$ cat config.mk
export PLATFORM = sky130hd
export DESIGN_NAME = registers_bank_dumper
export DESIGN_NICKNAME = d
export VERILOG_FILES = /design/src/rtl/registers_bank_dumper.sv
export SDC_FILE = /design/constraint.sdc
export NUM_CORES = 2
export LEC_CHECK = 0
export ABC_CLOCK_PERIOD_IN_PS = 3300
export BUFFER_PORTS_ARGS = -buffer_cell sky130_fd_sc_hd__buf_2
export CORE_AREA = 5 5 397 399
export DETAILED_ROUTE_END_ITERATION = 12
export DIE_AREA = 0 0 402 404
export SKIP_CTS_REPAIR_TIMING = 1
export SLEW_MARGIN = 10
export SYNTH_ARGS = -nofsm -noshare
export SYNTH_HDL_FRONTEND = slang
export SYNTH_SLANG_ARGS = --single-unit
$ cat constraint.sdc
create_clock -name i_clk -period 3.3 [get_ports i_clk]
set_clock_uncertainty 0.1 [all_clocks]
set_input_delay 0.165 -clock i_clk [delete_from_list [all_inputs] [get_ports i_clk]]
set_output_delay 0.165 -clock i_clk [all_outputs]
set_load 0.01 [all_outputs]
$ cat src/rtl/registers_bank_dumper.sv
// Snapshots the register-bank debug bus and streams it out byte by byte over valid/ready.
// Optional sync/count header before the data: define REGISTERS_BANK_DUMPER_HEADER_EN.
module registers_bank_dumper #(
    parameter int REGISTERS_BANK_SIZE = 32,
    parameter int REGISTERS_SIZE      = 32,
    parameter int BYTE_SIZE           = 8
) (
    input  logic                                          i_clk,
    input  logic                                          i_reset,
    input  logic                                          i_start,
    input  logic [REGISTERS_BANK_SIZE*REGISTERS_SIZE-1:0] i_bus_debug,
    input  logic                                          i_tx_ready,
    output logic [BYTE_SIZE-1:0]                          o_tx_data,
    output logic                                          o_tx_valid,
    output logic                                          o_busy,
    output logic                                          o_done
);

    localparam int BYTES_PER_REG = REGISTERS_SIZE / BYTE_SIZE;
    localparam int BYTE_CNT_W    = (BYTES_PER_REG > 1) ? $clog2(BYTES_PER_REG) : 1;
    localparam int REG_CNT_W     = (REGISTERS_BANK_SIZE > 1) ? $clog2(REGISTERS_BANK_SIZE) : 1;
    localparam int BANK_W        = REGISTERS_BANK_SIZE * REGISTERS_SIZE;

    localparam logic [REG_CNT_W-1:0]  LAST_REG  = REG_CNT_W'(REGISTERS_BANK_SIZE - 1);
    localparam logic [BYTE_CNT_W-1:0] LAST_BYTE = BYTE_CNT_W'(BYTES_PER_REG - 1);

`ifdef REGISTERS_BANK_DUMPER_HEADER_EN
    localparam logic [7:0] HDR_SYNC  = 8'hA5;
    localparam logic [7:0] HDR_COUNT = 8'(REGISTERS_BANK_SIZE);
`endif

    typedef enum logic [2:0] {
        ST_IDLE,
        ST_LOAD,
`ifdef REGISTERS_BANK_DUMPER_HEADER_EN
        ST_HEADER,
`endif
        ST_SEND,
        ST_DONE
    } state_t;

    state_t                  state_q, state_d;
    logic [BANK_W-1:0]       snapshot_q, snapshot_d;
    logic [REG_CNT_W-1:0]    reg_idx_q, reg_idx_d;
    logic [BYTE_CNT_W-1:0]   byte_idx_q, byte_idx_d;
    logic [BYTE_SIZE-1:0]    tx_data_q, tx_data_d;
    logic                    tx_valid_q, tx_valid_d;
`ifdef REGISTERS_BANK_DUMPER_HEADER_EN
    logic                    hdr_idx_q, hdr_idx_d;
`endif

    // Byte-addressable view of the snapshot: snap_bytes[reg][byte], byte 0 = LSB.
    logic [BYTE_SIZE-1:0] snap_bytes [REGISTERS_BANK_SIZE][BYTES_PER_REG];

    genvar gi, gj;
    generate
        for (gi = 0; gi < REGISTERS_BANK_SIZE; gi++) begin : g_reg
            for (gj = 0; gj < BYTES_PER_REG; gj++) begin : g_byte
                assign snap_bytes[gi][gj] =
                    snapshot_q[gi*REGISTERS_SIZE + gj*BYTE_SIZE +: BYTE_SIZE];
            end
        end
    endgenerate

    logic                  transfer;
    logic                  byte_wrap;
    logic                  last_byte;
    logic [BYTE_CNT_W-1:0] nxt_byte;
    logic [REG_CNT_W-1:0]  nxt_reg;

    always_comb begin
        transfer  = tx_valid_q && i_tx_ready;
        byte_wrap = (byte_idx_q == LAST_BYTE);
        last_byte = byte_wrap && (reg_idx_q == LAST_REG);
        nxt_byte  = byte_wrap ? '0 : byte_idx_q + BYTE_CNT_W'(1);
        nxt_reg   = byte_wrap ? reg_idx_q + REG_CNT_W'(1) : reg_idx_q;
    end

    always_comb begin
        state_d    = state_q;
        snapshot_d = snapshot_q;
        reg_idx_d  = reg_idx_q;
        byte_idx_d = byte_idx_q;
        tx_data_d  = tx_data_q;
        tx_valid_d = tx_valid_q;
`ifdef REGISTERS_BANK_DUMPER_HEADER_EN
        hdr_idx_d  = hdr_idx_q;
`endif
        case (state_q)
            ST_IDLE: begin
                tx_valid_d = 1'b0;
                if (i_start) begin
                    snapshot_d = i_bus_debug;
                    reg_idx_d  = '0;
                    byte_idx_d = '0;
                    state_d    = ST_LOAD;
                end
            end
            ST_LOAD: begin
                tx_valid_d = 1'b1;
`ifdef REGISTERS_BANK_DUMPER_HEADER_EN
                tx_data_d  = BYTE_SIZE'(HDR_SYNC);
                hdr_idx_d  = 1'b0;
                state_d    = ST_HEADER;
`else
                tx_data_d  = snap_bytes[0][0];
                state_d    = ST_SEND;
`endif
            end
`ifdef REGISTERS_BANK_DUMPER_HEADER_EN
            ST_HEADER: begin
                // Counters stay at reg 0 / byte 0, so the data phase starts cleanly.
                if (transfer) begin
                    if (!hdr_idx_q) begin
                        tx_data_d = BYTE_SIZE'(HDR_COUNT);
                        hdr_idx_d = 1'b1;
                    end else begin
                        tx_data_d = snap_bytes[reg_idx_q][byte_idx_q];
                        state_d   = ST_SEND;
                    end
                end
            end
`endif
            ST_SEND: begin
                if (transfer) begin
                    if (last_byte) begin
                        tx_valid_d = 1'b0;
                        state_d    = ST_DONE;
                    end else begin
                        reg_idx_d  = nxt_reg;
                        byte_idx_d = nxt_byte;
                        tx_data_d  = snap_bytes[nxt_reg][nxt_byte];
                    end
                end
            end
            ST_DONE: begin
                state_d = ST_IDLE;
            end
            default: begin
                state_d    = ST_IDLE;
                tx_valid_d = 1'b0;
            end
        endcase
    end

    always_ff @(posedge i_clk) begin
        if (!i_reset) begin
            state_q    <= ST_IDLE;
            snapshot_q <= '0;
            reg_idx_q  <= '0;
            byte_idx_q <= '0;
            tx_data_q  <= '0;
            tx_valid_q <= 1'b0;
`ifdef REGISTERS_BANK_DUMPER_HEADER_EN
            hdr_idx_q  <= 1'b0;
`endif
        end else begin
            state_q    <= state_d;
            snapshot_q <= snapshot_d;
            reg_idx_q  <= reg_idx_d;
            byte_idx_q <= byte_idx_d;
            tx_data_q  <= tx_data_d;
            tx_valid_q <= tx_valid_d;
`ifdef REGISTERS_BANK_DUMPER_HEADER_EN
            hdr_idx_q  <= hdr_idx_d;
`endif
        end
    end

    assign o_tx_data  = tx_data_q;
    assign o_tx_valid = tx_valid_q;
    assign o_busy     = (state_q != ST_IDLE);
    assign o_done     = (state_q == ST_DONE);

endmodule

==> results.py <==
metrics = {
    "outcome": {
        "outcome": "complete, but fails checks",
        "violations": "negative hold slack, negative setup slack",
    },
    "worst_setup_path": {
        "critPathLaunch": "byte_idx_q[0]",
        "required_ps": 3810,
        "reg2regPathDepth": 9,
        "cp_slowest_cell": "mux4_2",
        "rr_startpoint": "byte_idx_q[0]",
        "startpoint_type": "register",
        "arrival_ps": 3820,
        "slowest_delay_ps": 560,
        "path_cells": "ha_2 > xor2_4 > buf_12 > buf_16 > mux4_2 > a22oi_1 > nand4_1 > a311oi_2 > o32ai_1",
        "cp_max_fo": 26,
        "crit_path_end": "o_tx_data[0]",
        "reg2reg_slack_ps": -20,
        "path_class": "reg2reg",
        "reg2reg_to": "o_tx_data[0]",
        "cp-end-kind": "register",
    },
    "cells_and_area": {
        "syn2layout_area_growth_pct": 49.4,
        "final_common_cell": "nand2_1",
        "instances_no_fill": 10300,
        "final_layout_size_suffix_gt1_share_pct": 18.8,
        "fin_nets": 9181,
        "fill_cells": 14600,
        "final_cell_mix": "nand2_1 (2,689), dlygate4sd3_1 (1,088), dfxtp_1 (1,042)",
        "finish.instance_area_um2": 71000,
    },
    "synth": {
        "synthCells": 6180,
        "yosys_most_used_dff": "dfxtp_1",
        "synthesis.nets": 7215,
        "synthArstFlopShare_pct": 0,
        "yosys_warnings": 0,
        "synth.distinct_cells": 51,
        "ys_ff_latch": 1042,
        "synth_area_um2": 47500,
        "avgSynthCellArea_um2": 7.69,
        "seq_area_frac_synth_pct": 43.9,
        "synth_edf_count": 0,
    },
    "cts": {
        "cts_tree": "done",
        "clk_pin_slew_ps": 60,
        "clk-insertion-delay-late_ps": 750,
        "cts_root_buffer": "clkbuf_16",
        "clk_path_buf_depth": 3,
        "cts-buffers-inserted": 118,
        "htree_levels": 3,
        "cts_sinks": 1042,
    },
    "route": {
        "first_iter_violations": 5180,
        "drtAntennaViolNets": 0,
        "drc": 0,
        "drt_wl_total_um": 260000,
        "vias": 53500,
        "drt-wirelength-per-cell_um": 25.2,
        "dr.pass1.iters": 9,
        "vias_per_cell": 5.19,
    },
    "pwr": {
        "cellPowerDensity_nw_per_um2": 600,
        "peakVddDrop_v": 0.000449,
        "p_leak_uw": 0.0281,
    },
    "place": {
        "post_dp_cell_area_um2": 55800,
        "place_inst": 8975,
        "post-place-ws_ps": -327,
        "dp_hpwl_um": 193000,
        "gp_congestion": 0.956,
        "io_buffers": 1038,
    },
    "sta": {
        "fmax_mhz": 302,
        "finalHoldViolations": 1,
        "timing.hold.ws_ps": -12.1,
        "layout_setup_ws_ps": -15.4,
        "maxSlewHeadroom_pct": 27.6,
        "drv_slew": 0,
        "timing.final.crit_period_ps": 3320,
        "setup_viol": 1,
        "worst_pin_slew_ps": 1090,
        "rsz0062_at_grt": "true",
        "post-route-period-util_pct": 100,
    },
    "floorplanning": {
        "die_y_um": 404,
        "dieArea_um2": 162000,
        "die_w_um": 402,
        "start_util_pct": 31.0,
        "core_area_um2": 154000,
        "pin_count": 1039,
        "rows": 144,
    },
    "hold_path": {
        "min-delay-path-class": "in2reg",
    },
    "global_route": {
        "antenna_found_initial": 64,
        "grt_usage_pct": 28.2,
        "grt_pass1_vias": 46100,
        "grt_max_degree": 245,
        "overflow": 0,
        "grt_pass1_wl_um": 333000,
    },
    "job": {
        "drv_cap": 0,
    },
}
[per-stage QoR]
stage | util (%) | hold slack (ps) | total power (uW) | TNS (ps)
floorplan | - | 210 | 22400 | 0
global placement | 36.3 | 321 | 27600 | -1050
detailed placement | 36.3 | 324 | 27700 | -1130
CTS | 39.0 | -502 | 41400 | -1320
global route | 46.2 | 4.78 | 44500 | -7.48
finish | 46.3 | -12.1 | 42600 | -15.4
[power breakdown]
group	switching [uW]	leakage, uW	total (uW)	internal, uW
registers	1780	0.00855	16700	14900
clock network	5700	0.00196	13800	8060
logic	7770	0.0176	12200	4380
[cell type report]
cell class | count | area (um2) | area share (%)
inverters | 11 | 41.3 | 0.0581
clock buffers | 172 | 3510 | 4.94
flip-flops and latches | 1042 | 20900 | 29.4
clock inverters | 41 | 517 | 0.728
repair buffers | 2351 | 18600 | 26.3
multi-input cells | 4622 | 24800 | 34.9
well taps | 2044 | 2560 | 3.60
diodes | 41 | 103 | 0.144
[registers in the layout, summed over array words and instances, names as in the netlist]
register / flops
state_q: 2
snapshot_q: 1024
byte_idx_q: 2
o_tx_data: 8
o_tx_valid: 1
reg_idx_q: 5
[kinds of logic after synthesis]
logic type      count (synthesis)  synth area share, %
buf+inv                       516                 4.46
flops                        1042                 43.9
xor+xnor                        4                0.113
compound gates               1210                 18.9
simple gates                 3191                 26.6
fa+ha+maj                       7                0.184
mux                           210                 5.85
[worst min-delay path by stage]
stage	cells past startpoint	start	endpoint	slack [ps]
6_report	4	i_start	snapshot_q[722]	-10
3_5_place_dp	3	i_bus_debug[452]	snapshot_q[452]	320
4_1_cts	3	i_bus_debug[409]	snapshot_q[409]	-500
3_3_place_gp	3	i_bus_debug[420]	snapshot_q[420]	320
5_1_grt	4	i_start	snapshot_q[722]	5
2_1_floorplan	2	i_bus_debug[0]	snapshot_q[0]	210
[layer usage]
layer | track usage (%) | vias to the layer above | share of wire [%]
li1 | - | 24500 | -
met2 | 47.5 | 2731 | 47
met1 | 34.8 | 25500 | 39
met5 | 0 | - | 0.050
met3 | 5.53 | 819 | 7.1
met4 | 12.9 | 20 | 6.1
[synthesized netlist by cell type (9+ instances only)]
| cell type | number | area, um2 |
|---|---|---|
| nor2b_1 | 10 | 62.6 |
| o211ai_1 | 9 | 67.6 |
| nor3_1 | 11 | 55.1 |
| a21oi_1 | 52 | 260 |
| nor2_1 | 22 | 82.6 |
| buf_1 | 37 | 139 |
| inv_1 | 11 | 41.3 |
| a21boi_0 | 1028 | 7720 |
| mux4_2 | 54 | 1220 |
| clkbuf_1 | 385 | 1450 |
| a22oi_1 | 22 | 165 |
| buf_2 | 61 | 305 |
| mux2i_1 | 154 | 1540 |
| buf_4 | 15 | 113 |
| nand3_1 | 412 | 2060 |
| nand2_1 | 2690 | 10100 |
| dfxtp_1 | 1042 | 20900 |
| nand4_1 | 22 | 138 |
| o21ai_0 | 14 | 70.1 |
| a31oi_1 | 18 | 113 |
| a32oi_1 | 24 | 210 |
| o2111ai_1 | 9 | 78.8 |
[critical path, delay by kind of cell (launching register included)]
family                     cells  cell delay (ps)
AOI/OAI and AO/OA              3              710
muxes                          1              560
buffers and inverters          2              470
and+or+nand+nor                1              360
DFF                            1              330
adders and majority gates      1              290
xor gates and xnor gates       1              270
Power figures use the tool's default switching activity.
